[config.mk]
export PLATFORM = sky130hd
export DESIGN_NAME = sram_mem_ctrl
export DESIGN_NICKNAME = d
export VERILOG_FILES = /design/src/rtl/sram_ctrl_pkg.sv /design/src/rtl/sram_addr_map.sv /design/src/rtl/sram_mem_ctrl.sv
export SDC_FILE = /design/constraint.sdc
export NUM_CORES = 1
export LEC_CHECK = 0
export BUFFER_PORTS_ARGS = -buffer_cell sky130_fd_sc_hd__buf_2
export CAP_MARGIN = 25
export CORE_ASPECT_RATIO = 0.75
export CORE_UTILIZATION = 30
export CTS_CLUSTER_SIZE = 14
export DETAILED_ROUTE_END_ITERATION = 16
export HOLD_SLACK_MARGIN = 0.15
export SYNTH_ARGS = -nofsm -noshare
export SYNTH_HDL_FRONTEND = slang
export SYNTH_SLANG_ARGS = --single-unit
[constraint.sdc]
create_clock -name clk -period 2.9 [get_ports clk]
set_clock_uncertainty 0.1 [all_clocks]
set_input_delay 0.58 -clock clk [delete_from_list [all_inputs] [get_ports clk]]
set_output_delay 0.58 -clock clk [all_outputs]
set_load 0.05 [all_outputs]
[src/rtl/sram_ctrl_pkg.sv]
// Shared types and defaults for the two-phase 16-bit SRAM memory-stage controller.
package sram_ctrl_pkg;

    typedef enum logic [1:0] {
        IDLE,
        LO,
        HI,
        DONE
    } state_t;

    localparam logic HALF_LO = 1'b0;
    localparam logic HALF_HI = 1'b1;

    localparam int          DEF_ACCESS_CYCLES = 5;
    localparam logic [31:0] DEF_BASE_ADDR     = 32'd1024;

endpackage

[src/rtl/sram_addr_map.sv]
// CPU byte address to SRAM half-word address: base removal, word index, half select.
module sram_addr_map #(
    parameter int          SRAM_AW   = 18,
    parameter logic [31:0] BASE_ADDR = 32'd1024
) (
    input  logic [31:0]        addr,
    input  logic               half,
    output logic [SRAM_AW-1:0] sram_addr
);

    logic [31:0] offset;
    logic        unused_bits;

    // Wraps modulo 2^32 so addresses below the base alias to the top of the SRAM.
    assign offset      = addr - BASE_ADDR;
    assign sram_addr   = {offset[SRAM_AW:2], half};
    assign unused_bits = ^{offset[31:SRAM_AW+1], offset[1:0]};

endmodule

[src/rtl/sram_mem_ctrl.sv]
// Memory-stage controller: one 32-bit load/store becomes two 16-bit SRAM accesses
// of ACCESS_CYCLES cycles each; ready stays low to freeze the pipeline meanwhile.
module sram_mem_ctrl
    import sram_ctrl_pkg::*;
#(
    parameter int          ACCESS_CYCLES = DEF_ACCESS_CYCLES,
    parameter int          SRAM_AW       = 18,
    parameter logic [31:0] BASE_ADDR     = DEF_BASE_ADDR
) (
    input  logic               clk,
    input  logic               rst,
    input  logic               rd_en,
    input  logic               wr_en,
    input  logic [31:0]        addr,
    input  logic [31:0]        wdata,
    output logic [31:0]        rdata,
    output logic               ready,
    output logic [SRAM_AW-1:0] sram_addr,
    output logic [15:0]        sram_dq_o,
    input  logic [15:0]        sram_dq_i,
    output logic               sram_dq_oe,
    output logic               sram_we_n
);

    localparam int               CNT_W  = (ACCESS_CYCLES > 1) ? $clog2(ACCESS_CYCLES) : 1;
    localparam logic [CNT_W-1:0] RELOAD = CNT_W'(ACCESS_CYCLES - 1);

    state_t             state, state_nxt;
    logic [CNT_W-1:0]   cnt;
    logic               op_wr;
    logic [31:0]        addr_q;
    logic [15:0]        wdata_hi_q;
    logic               req;
    logic               last;
    logic [31:0]        map_addr;
    logic               map_half;
    logic [SRAM_AW-1:0] map_out;

    assign req  = rd_en | wr_en;
    assign last = (cnt == '0);

    // The mapper serves the LO address on request capture and the HI address at the LO->HI turn.
    assign map_addr = (state == IDLE) ? addr : addr_q;
    assign map_half = (state == IDLE) ? HALF_LO : HALF_HI;

    sram_addr_map #(
        .SRAM_AW   (SRAM_AW),
        .BASE_ADDR (BASE_ADDR)
    ) u_addr_map (
        .addr      (map_addr),
        .half      (map_half),
        .sram_addr (map_out)
    );

    always_comb begin
        state_nxt  = state;
        ready      = 1'b0;
        sram_we_n  = 1'b1;
        sram_dq_oe = 1'b0;
        case (state)
            IDLE: begin
                ready = !req;
                if (req) state_nxt = LO;
            end
            LO, HI: begin
                sram_dq_oe = op_wr;
                // The final cycle of each phase releases we_n while data is still driven.
                sram_we_n  = !(op_wr && !last);
                if (last) state_nxt = (state == LO) ? HI : DONE;
            end
            DONE: begin
                ready     = 1'b1;
                state_nxt = IDLE;
            end
            default: state_nxt = IDLE;
        endcase
    end

    always_ff @(posedge clk or posedge rst) begin
        if (rst) begin
            state     <= IDLE;
            cnt       <= '0;
            op_wr     <= 1'b0;
            rdata     <= '0;
            sram_addr <= '0;
            sram_dq_o <= '0;
        end else begin
            state <= state_nxt;
            case (state)
                IDLE: if (req) begin
                    cnt       <= RELOAD;
                    op_wr     <= wr_en;
                    sram_addr <= map_out;
                    if (wr_en) sram_dq_o <= wdata[15:0];
                end
                LO: if (last) begin
                    cnt       <= RELOAD;
                    sram_addr <= map_out;
                    if (op_wr) sram_dq_o <= wdata_hi_q;
                    else       rdata[15:0] <= sram_dq_i;
                end else begin
                    cnt <= cnt - CNT_W'(1);
                end
                HI: if (last) begin
                    if (!op_wr) rdata[31:16] <= sram_dq_i;
                end else begin
                    cnt <= cnt - CNT_W'(1);
                end
                default: ;
            endcase
        end
    end

    always_ff @(posedge clk) begin
        if (state == IDLE && req) begin
            addr_q     <= addr;
            wdata_hi_q <= wdata[31:16];
        end
    end

endmodule

After elaboration in Yosys (flattened, before gate mapping)
Index checks and enable logic that the tools add are counted.
Widths: inputs -> output; s select.
Cells by class
  add/subtract/negate cells: 2
  equality and inequality tests: 9
  mux-type cells: 21
  bitwise gates (word level): 2
  reduce and logical (&&, ||, !) cells: 17
Operator list (number)
  $mux 16: 4
  $mux 18: 2
  $pmux 18 s2: 1
  $pmux 16 s2: 1
  $mux 19: 1
  $sub 19x11->19 const B: 1
  $ne 2x2->1 const B: 6
  $reduce_and 3->1: 4
  $mux 3: 3
  $pmux 3 s3: 1
  $pmux 2 s3: 1
  $reduce_and 5->1: 1
  $eq 2x2->1 const B: 2
  $mux 1: 4
  $mux 2: 2
  $reduce_and 2->1: 2
  $logic_not 1->1: 3
  $logic_not 3->1: 1
  $reduce_bool 3->1: 1
  $sub 3x1->3 const B: 1
  $eq 2x1->1 const B: 1
  $logic_and 1x1->1: 2
  $logic_not 2->1: 1
  $pmux 1 s2: 1
  other kinds (4): 4
Word-level totals
  register bits: 107
  input bits: 84
  output and inout bits: 69
  logic and storage cells: 60

Longest topological paths before layout
Gate-level depths: netlist of the first run.
  depth in word-level cells: 5
  depth in mapped cells: 11
  depth with buffers taken out: 8

Cells and area by module
Synthesis of the first run repeated with hierarchy kept, for this count alone.
Second synthesis, totals
  cell total of the unflattened synthesis: 322
  area, all modules: 5263.8 µm²
Modules (own cells, without submodules)
  sram_mem_ctrl: instances 1, cells an instance 293, area each 5048.6 µm², sequential area each 3243.1 µm²
  sram_addr_map: instances 1, cells an instance 29, area each 215.2 µm², sequential area each 0.0 µm²

Worst setup path before layout of the first run
No wires, ideal clock.
  path type: register -> register
  from: reg state[0]
  to: reg sram_addr[17]
  setup time: 0.095 ns
  data arrival time: 2.605 ns
  required time: 2.705 ns
  path slack: 0.100 ns
  stages on the path, launching flop included: 12
  buffers on the path: 3
  path through: dfrtp_1 -> inv_1 -> ha_1 -> buf_6 -> buf_2 -> buf_1 -> mux2i_1 -> ha_1 -> inv_1 -> or3_1 -> o21a_1 -> o31ai_1
Between the ends
  cells in the longest elaborated chain, start to end: 5
RTL lines
  from (decl): RTL line sram_mem_ctrl.sv:28  | state_t state, state_nxt;
  from (signal assigned): RTL line sram_mem_ctrl.sv:88  | state <= state_nxt;
  $logic_not 2->1: RTL line sram_mem_ctrl.sv:43, sram_mem_ctrl.sv:89
  $mux 19: RTL line sram_mem_ctrl.sv:43  | assign map_addr = (state == IDLE) ? addr : addr_q;
  $sub 19x11->19: RTL line sram_addr_map.sv:15  | assign offset = addr - BASE_ADDR;
  $mux 18, on equally long branches: RTL line sram_mem_ctrl.sv:96, sram_mem_ctrl.sv:90
  $pmux 18 s2: RTL line sram_mem_ctrl.sv:89  | case (state)
  to (signal assigned): RTL line sram_mem_ctrl.sv:93  | sram_addr <= map_out;
  to (signal assigned): RTL line sram_mem_ctrl.sv:98  | sram_addr <= map_out;
  to (decl): RTL line sram_mem_ctrl.sv:18  | output logic [SRAM_AW-1:0] sram_addr,
Parallel ways exist; a longest one is shown, timed or not. The select of a mux whose other input is x is not followed.
A chain may end at the register's enable or synchronous reset.

Worst setup path after layout of the first run
  from: reg state[0]
  to: out ready
Between the ends
  cells in the longest elaborated chain, start to end: 2
RTL lines
  $eq 2x2->1 / $logic_not 2->1 (equally long branches): RTL line sram_mem_ctrl.sv:60  | case (state)
  $pmux 1 s2 (*): RTL line sram_mem_ctrl.sv:60
  to (decl): RTL line sram_mem_ctrl.sv:17  | output logic ready,
Every way passes the cells marked *; elsewhere a longest branch is shown, timed or not.

==> impl_metrics.yaml, run 1 <==
job:
  maxCapViolCount: 0
worst_setup_path:
  r2r_cells: 7
  critPathCaptureType: "output pin"
  path_cells: "inv_1, ha_2, nor3b_2, nor2_1, nor2_1, buf_2"
  cpMostUsedCell: "nor2_1"
  r2r-start: "state[0]"
  critPathLaunchType: "flop"
  max_stage_delay_ns: 0.43
  endpoint: "ready"
  critPathKind: "flop to output pin"
  cp.buffers_inverters: 2
  cp_top_family: "flip-flops"
  crit_required_ns: 2.22
  critical_path.max_fanout: 12
  cp.arrival_ns: 1.99
  slowest_stage: "dfrtp_1"
  rrSetupSlack_ns: 0.45
  rr_endpoint: "sram_addr[17]"
  crit_cells: 6
  worstSetupStartpoint: "state[0]"
place:
  hpwlAfterDp_um: 6960
  place.gp.congestion: 0.769
  io_buffers: 137
routing:
  wire_per_inst_um: 13.9
  postRouteAntennaNets: 0
  dr_total_vias: 3077
  drtPass1Iterations: 4
  totalWireLength_um: 9420
  drc: 0
  via_per_inst: 4.53
  drtIter0Drc: 115
final_layout:
  syn_to_final_growth_pct: 30.1
  drive_gt1_share_pct: 42.6
  fin_nets: 570
  n_antenna_cell: 0
  final_cell_mix: "137 x buf_2, 72 x dfrtp_1, 34 x mux2_2"
  final_common_cell: "buf_2"
worst_hold_path:
  hold_class: "input pin to async pin"
floorplanning:
  core_sq_um: 14000
  row_count: 37
  die_w_um: 142
  die_h_um: 107
  start_util_pct: 31.4
  ios: 153
  dieArea_sq_um: 15200
clocking:
  post_cts_buffers: 0
  h-tree-depth: 3
  cts_buffers: 9
  cts_tree: "built"
  clk_pin_slew_worst_paths_ns: 0.07
  insertion_delay_ns: 0.34
  cts_num_sinks: 105
  clock-root-buffer: "clkbuf_16"
  cts.path.max_buffers: 2
synth:
  avgSynthCellArea_sq_um: 13.2
  synth-edff-count: 33
  yosysWarnings: 0
  synth-async-reset-ratio_pct: 68.6
  syn_area_sq_um: 4410
  synth.yosys.seq_area_share_pct: 63.3
  syn_nets: 424
  syn-instance-count: 333
  ys_ff_latch: 105
  synthFlopType: "dfrtp_1"
  ys_types: 41
sta:
  fin_crit_ns: 2.67
  slew_headroom_pct: 57.5
  fmax_mhz: 374
  maxSlewViolCount: 0
  hold_viol: 0
  fin_tns_setup_ns: 0
  finalSetupViolations: 0
  finalCritPeriodShare_pct: 92.2
  rsz0062_at_grt: "no"
  worst_pin_slew_ns: 0.637
grt:
  grt_pass1_wl_um: 15400
  grtUsageTotal_pct: 13.0
  antenna_found_initial: 0
  overflow: 0
  grt_pass1_vias: 3084
  grt_max_degree: 37
outcome:
  status: "completed"
[layer usage]
layer / up-vias / global-route usage, % / part of all wire (%)
li1: 1490 / - / -
met1: 1491 / 17.5 / 47
met2: 89 / 20.6 / 46
met3: 7 / 3.84 / 5.4
met4: 0 / 3.23 / 0.83
met5: - / 0 / 0
[synthesized netlist by cell type, types with 2 or more instances]
cell | number | area share (%)
nor2_1 | 22 | 1.9
inv_1 | 8 | 0.68
edfxtp_1 | 33 | 22
nor3_1 | 6 | 0.68
ha_1 | 7 | 2.0
nor3b_2 | 3 | 0.85
buf_2 | 3 | 0.34
o21a_1 | 4 | 0.68
nand3b_1 | 2 | 0.34
xnor2_1 | 2 | 0.40
a21o_1 | 2 | 0.34
nand2_1 | 25 | 2.1
nand2b_1 | 2 | 0.28
mux2_2 | 34 | 8.7
a211oi_1 | 2 | 0.34
o31ai_1 | 2 | 0.34
clkbuf_1 | 7 | 0.60
a21oi_1 | 23 | 2.6
o21ai_0 | 16 | 1.8
xor2_1 | 3 | 0.60
nor3b_1 | 2 | 0.34
dfrtp_1 | 72 | 41
mux2i_1 | 32 | 7.3
buf_1 | 4 | 0.34
[cell families after synthesis]
group	after synthesis	share of synthesized area [%]
flip-flops	105	63.3
AND/OR/NAND/NOR	71	8.03
multiplexers	66	15.9
AO/OA/AOI/OAI	56	7.49
buffers and inverters	23	2.21
adder cells (fa/ha/maj)	7	1.99
XOR/XNOR	5	0.993
[how the worst min path moves through the flow]
stage / end / start / cells after the start / slack (ns)
3_5_place_dp: sram_addr[13] / sram_addr[13] / 2 / 0.37
2_1_floorplan: cnt[1] / cnt[1] / 2 / 0.34
4_1_cts: rdata[27] / rst / 2 / 0.21
5_1_grt: rdata[27] / rst / 2 / 0.24
3_3_place_gp: cnt[1] / cnt[1] / 2 / 0.36
6_report: rdata[26] / rst / 2 / 0.19
[area by class of cell]
cell class	count	area, sq um
fill	1359	8290
sequential	105	2790
multi-input combinational	205	1540
tap	195	244
clock inverter	6	95.1
timing repair buffer	150	808
inverter	8	31.3
clock buffer	10	229
[state kept, by name, indices dropped and copies added (netlist names)]
signal	cells
addr_q	17
sram_dq_o	16
state	2
cnt	3
op_wr	1
sram_addr	18
wdata_hi_q	16
rdata	32
[stage by stage]
step / hold slack [ns] / cell area, sq um / utilization (%) / setup slack [ns] / std cells
after detailed placement: 0.365 / 5410 / 38.6 / 0.299 / 663
after global routing: 0.236 / 5740 / 40.9 / 0.0829 / 679
after global placement: 0.358 / 5410 / 38.6 / 0.361 / 663
after floorplan: 0.343 / 4410 / - / 0.0999 / 333
final: 0.191 / 5740 / 40.9 / 0.225 / 679
after CTS: 0.209 / 5740 / 40.9 / 0.173 / 679
[what timing repair did]
action	4_1_cts	5_1_grt
resized for setup	1	0
hold buffers	0	0
endpoints found under the setup margin	1	0
Power of run 1 is left out: the tool's default activity adds up to more than one toggle a clock period on the data nets, which glitch-free logic cannot reach.
==> inputs of run 2 (changes only) <==
--- a/config.mk
+++ b/config.mk
@@ -5,6 +5,7 @@
 export SDC_FILE = /design/constraint.sdc
 export NUM_CORES = 1
 export LEC_CHECK = 0
+export ABC_AREA = 1
 export BUFFER_PORTS_ARGS = -buffer_cell sky130_fd_sc_hd__buf_2
 export CAP_MARGIN = 25
 export CORE_ASPECT_RATIO = 0.75
@@ -12,6 +13,7 @@
 export CTS_CLUSTER_SIZE = 14
 export DETAILED_ROUTE_END_ITERATION = 16
 export HOLD_SLACK_MARGIN = 0.15
+export SLEW_MARGIN = 40
 export SYNTH_ARGS = -nofsm -noshare
 export SYNTH_HDL_FRONTEND = slang
 export SYNTH_SLANG_ARGS = --single-unit
==> impl_metrics.yaml, run 2 <==
synth:
  synth.yosys.seq_area_share_pct: 60.4
  ys_ff_latch: 105
  synth-async-reset-ratio_pct: 68.6
  synthTopCellsByArea: "dfrtp_1 39%, edfxtp_1 21%, nand2_1 15%"
  syn-instance-count: 512
  synthFlopType: "dfrtp_1"
  synthTopCellsByCount: "184 x nand2_1, 74 x o21ai_0, 72 x dfrtp_1"
  yosysWarnings: 0
  syn_area_sq_um: 4630
  syn_nets: 603
  synth_top_area_share_pct: 39.0
  yosysMostFrequentCell: "nand2_1"
  synth-edff-count: 33
  ys_types: 25
  yosysTopAreaCell: "dfrtp_1"
  avgSynthCellArea_sq_um: 9.03
worst_setup_path:
  r2r_cells: 10
  cpMostUsedCell: "inv_1"
  critPathCaptureType: "output pin"
  max_stage_delay_ns: 0.40
  critical_path.max_fanout: 4
  cp.buffers_inverters: 3
  critPathKind: "flop to output pin"
  slowest_stage: "dfrtp_1"
  crit_required_ns: 2.22
  cp_top_family: "buffers and inverters"
  critPathLaunchType: "flop"
  rr_endpoint: "sram_addr[5]"
  rrSetupSlack_ns: 0.50
  cp.arrival_ns: 1.97
  path_cells: "inv_1, ha_1, nand2_1, nor2_2, inv_1, o21ai_0, buf_2"
  r2r-start: "state[0]"
  worstSetupStartpoint: "state[0]"
sta:
  rsz0062_at_grt: "no"
  fin_crit_ns: 2.65
  worst_pin_slew_ns: 0.686
  maxSlewViolCount: 0
  finalCritPeriodShare_pct: 91.3
  fin_tns_setup_ns: 0
  finalSetupViolations: 0
  slew_headroom_pct: 54.2
  hold_viol: 0
  fmax_mhz: 378
worst_hold_path:
  hold_class: "input pin to async pin"
clocking:
  cts_hold_buf: 0
  clk_pin_slew_worst_paths_ns: 0.08
  clock-root-buffer: "clkbuf_16"
  insertion_delay_ns: 0.35
  cts_tree: "built"
  cts_num_sinks: 105
  cts_buffers: 9
  h-tree-depth: 3
  post_cts_buffers: 0
  cts.path.max_buffers: 2
grt:
  grt_pass1_wl_um: 17500
  overflow: 0
  grt_max_degree: 39
  grt_pass1_vias: 3552
  grtUsageTotal_pct: 14.4
  antenna_found_initial: 0
final_layout:
  n_antenna_cell: 0
  largest-register: "rdata"
  final_common_cell: "nand2_1"
  syn_to_final_growth_pct: 26.0
  largest_register_ffs: 32
  fin_nets: 739
  final_cell_mix: "183 x nand2_1, 137 x buf_2, 74 x o21ai_0"
  top_regs: "rdata x32, sram_addr x18, addr_q x17"
  drive_gt1_share_pct: 28.2
routing:
  via_per_inst: 4.32
  postRouteAntennaNets: 0
  drtPass1Iterations: 4
  drc: 0
  dr_total_vias: 3681
  wire_per_inst_um: 12.8
  drtIter0Drc: 213
  totalWireLength_um: 11000
place:
  place.gp.congestion: 0.792
  io_buffers: 137
  hpwlAfterDp_um: 7790
floorplanning:
  ios: 153
  start_util_pct: 31.4
  die_h_um: 110
  core_sq_um: 14700
  row_count: 38
  dieArea_sq_um: 15900
  die_w_um: 145
outcome:
  status: "completed"
job:
  maxCapViolCount: 0
-- run 2: changes by cell type after synthesis, moves of 4 or more --
| cell | delta |
|---|---|
| nand3_1 | +10 |
| nor2_1 | -4 |
| mux2_2 | -34 |
| nand2_1 | +159 |
| or2_2 | +8 |
| a21oi_1 | -19 |
| mux2i_1 | -32 |
| buf_1 | -4 |
| o21a_1 | -4 |
| inv_1 | +56 |
| o21ai_0 | +58 |
| nor3_1 | -6 |
-- run 2: stage by stage --
step | instances | utilization (%) | worst slack [ns] | cell area [sq um] | hold slack, ns
2_1_floorplan | 512 | - | 0.0101 | 4630 | 0.419
6_report | 853 | 39.5 | 0.252 | 5830 | 0.211
4_1_cts | 853 | 39.5 | 0.112 | 5820 | 0.221
3_3_place_gp | 837 | 37.5 | 0.575 | 5530 | 0.363
3_5_place_dp | 837 | 37.5 | 0.490 | 5530 | 0.362
5_1_grt | 853 | 39.5 | 0.0749 | 5830 | 0.243
-- run 2: worst reg2reg max path, cell delays in order (launching register included) --
cell     delay [ns]
dfrtp_1        0.40
inv_1          0.11
ha_1           0.28
inv_2          0.16
buf_4          0.22
nand2_1        0.14
o21ai_4        0.10
nor2_4         0.24
inv_2          0.27
nand2_1        0.13
o21ai_0        0.10
-- run 2: per-layer routing --
layer	share of wire (%)	track usage, %	wire length (um)	vias up
li1	-	-	-	1868
met2	46	22.9	5080	90
met5	0	0	0	-
met1	47	18.6	5160	1715
met3	5.5	4.52	598	8
met4	1.1	4.96	126	0
-- run 2: worst max path at each step --
stage	to	slack [ns]	cells past startpoint
after floorplan	ready	0.01	6
after global placement	ready	0.57	7
after detailed placement	sram_addr[5]	0.49	10
after CTS	ready	0.11	7
after global routing	ready	0.07	7
final	ready	0.25	7
-- run 2: cell type report --
| type | count | area [sq um] |
|---|---|---|
| clock inverter | 5 | 52.6 |
| sequential | 105 | 2790 |
| timing repair buffer | 145 | 758 |
| clock buffer | 11 | 243 |
| inverter | 67 | 253 |
| multi-input combinational | 320 | 1480 |
| fill | 1530 | 8910 |
| tap | 200 | 250 |
-- run 2: logic make-up after synthesis --
family,count (synthesis),synth area share [%]
buffers and inverters,87,7.95
DFF,105,60.4
and+or+nand+nor,227,19.9
xor gates and xnor gates,1,0.189
AOI/OAI and AO/OA,85,9.71
adders and majority gates,7,1.89
-- run 2: timing repair --
action                                  in CTS  in global routing
endpoints found under the setup margin       0                  1
gates resized for setup                      0                  1
hold endpoints to repair                     0                  0
Power of run 2 is left out for the same reason.
==> inputs of run 3 (changes only) <==
--- a/config.mk
+++ b/config.mk
@@ -5,14 +5,15 @@
 export SDC_FILE = /design/constraint.sdc
 export NUM_CORES = 1
 export LEC_CHECK = 0
-export ABC_AREA = 1
 export BUFFER_PORTS_ARGS = -buffer_cell sky130_fd_sc_hd__buf_2
 export CAP_MARGIN = 25
 export CORE_ASPECT_RATIO = 0.75
-export CORE_UTILIZATION = 30
+export CORE_UTILIZATION = 40
 export CTS_CLUSTER_SIZE = 14
 export DETAILED_ROUTE_END_ITERATION = 16
 export HOLD_SLACK_MARGIN = 0.15
+export PLACE_DENSITY = 0.69
+export REMOVE_ABC_BUFFERS = 1
 export SLEW_MARGIN = 40
 export SYNTH_ARGS = -nofsm -noshare
 export SYNTH_HDL_FRONTEND = slang
==> impl_metrics.yaml, run 3 (synthesis gave the netlist of run 1 again) <==
outcome:
  status: "completed"
routing:
  totalWireLength_um: 9500
  via_per_inst: 4.93
  drtIter0Drc: 84
  postRouteAntennaNets: 0
  drc: 0
  drtPass1Iterations: 4
  wire_per_inst_um: 15.3
  dr_total_vias: 3064
sta:
  hold_viol: 0
  maxSlewViolCount: 0
  finalSetupViolations: 0
  fin_crit_ns: 2.65
  slew_headroom_pct: 68.0
  fin_tns_setup_ns: 0
  worst_pin_slew_ns: 0.480
  rsz0062_at_grt: "no"
  finalCritPeriodShare_pct: 91.3
  fmax_mhz: 378
clocking:
  clk_pin_slew_worst_paths_ns: 0.07
  h-tree-depth: 3
  cts_buffers: 9
  clock-root-buffer: "clkbuf_16"
  cts.path.max_buffers: 2
  insertion_delay_ns: 0.34
  cts_tree: "built"
  cts_num_sinks: 105
final_layout:
  drive_gt1_share_pct: 41.9
  syn_to_final_growth_pct: 26.3
  final_common_cell: "buf_2"
  final_cell_mix: "137 x buf_2, 72 x dfrtp_1, 34 x mux2_2"
  largest_register_ffs: 32
  fin_nets: 570
  largest-register: "rdata"
  top_regs: "rdata x32, sram_addr x18, addr_q x17"
floorplanning:
  die_w_um: 123
  start_util_pct: 42.0
  row_count: 32
  ios: 153
  die_h_um: 92.9
  dieArea_sq_um: 11500
  core_sq_um: 10500
worst_setup_path:
  max_stage_delay_ns: 0.42
  cp_top_family: "simple AND/OR/NAND/NOR gates"
  cpMostUsedCell: "nor2_1"
  critical_path.max_fanout: 10
  cp.arrival_ns: 1.97
  critPathCaptureType: "output pin"
  slowest_stage: "dfrtp_1"
  crit_required_ns: 2.22
  cp.buffers_inverters: 2
  path_cells: "inv_1, ha_2, nor3b_2, nor2_1, nor2_1, buf_2"
  rrSetupSlack_ns: 0.49
  critPathKind: "flop to output pin"
  critPathLaunchType: "flop"
place:
  place.gp.congestion: 0.821
  io_buffers: 137
  hpwlAfterDp_um: 6880
worst_hold_path:
  hold_class: "input pin to flop"
grt:
  grt_pass1_wl_um: 15200
  grtUsageTotal_pct: 17.7
  grt_pass1_vias: 3021
  grt_max_degree: 35
  antenna_found_initial: 0
  overflow: 0
job:
  maxCapViolCount: 0
[run 3: cell types whose count changed in the layout (fill, tap and decap cells not counted), moves of 5 or more]
cell	change
a21oi_1	+18
buf_4	+5
inv_1	-56
mux2_2	+34
mux2i_1	+32
nand2_1	-158
nand3_1	-10
nor2_1	+6
nor3_1	+6
o21ai_0	-58
or2_2	-8
[run 3: path summary, 6_finish.rpt]
check | endpoint | start | cells past startpoint
max | ready | state[0] | 6
max reg2reg | sram_addr[17] | state[0] | 8
max in group asynchronous | rdata[30] | rst | 4
min | wdata_hi_q[10] | wdata[26] | 1
min reg2reg | sram_addr[13] | sram_addr[13] | 2
min in group asynchronous | rdata[29] | rst | 3
[run 3: routing by layer]
metal | wire length (um) | GRT usage (%) | up-vias
met2 | 4090 | 26.0 | 126
met5 | 0 | 0 | -
met4 | 57 | 4.52 | 0
met3 | 966 | 8.44 | 7
li1 | - | - | 1484
met1 | 4390 | 23.4 | 1447
[run 3: area by class of cell]
type	instances	area, sq um
well taps	136	170
flip-flops and latches	105	2790
fillers	906	4920
diodes	1	2.50
clock buffers	11	233
clock inverters	5	31.3
multi-input cells	205	1530
repair buffers	150	786
inverters	8	30.0
[run 3: through the flow]
stage	util (%)	cell area, sq um	hold slack [ns]	worst slack, ns	cells
4_1_cts	53.1	5570	0.300	0.100	620
6_report	53.1	5570	0.313	0.252	621
3_5_place_dp	50.4	5290	0.368	0.370	603
5_1_grt	53.1	5570	0.288	0.112	620
3_3_place_gp	50.4	5290	0.357	0.463	603
2_1_floorplan	-	4340	0.343	-0.322	318
[run 3: worst register-to-register path: cells and delay by family (launching register included)]
family                     cells  cell delay, ns
adders and majority gates      2            0.58
DFF                            1            0.42
and+or+nand+nor                1            0.40
AOI/OAI and AO/OA              2            0.38
muxes                          1            0.26
buffers and inverters          2            0.18
[run 3: what timing repair did]
| item | CTS | global route |
|---|---|---|
| buffers inserted | 0 | 0 |
| hold buffers | 1 | 0 |
| gates resized for setup | 0 | 1 |
| hold endpoints to repair | 18 | 0 |
| setup endpoints to repair | 0 | 1 |
Power of run 3 is left out for the same reason.
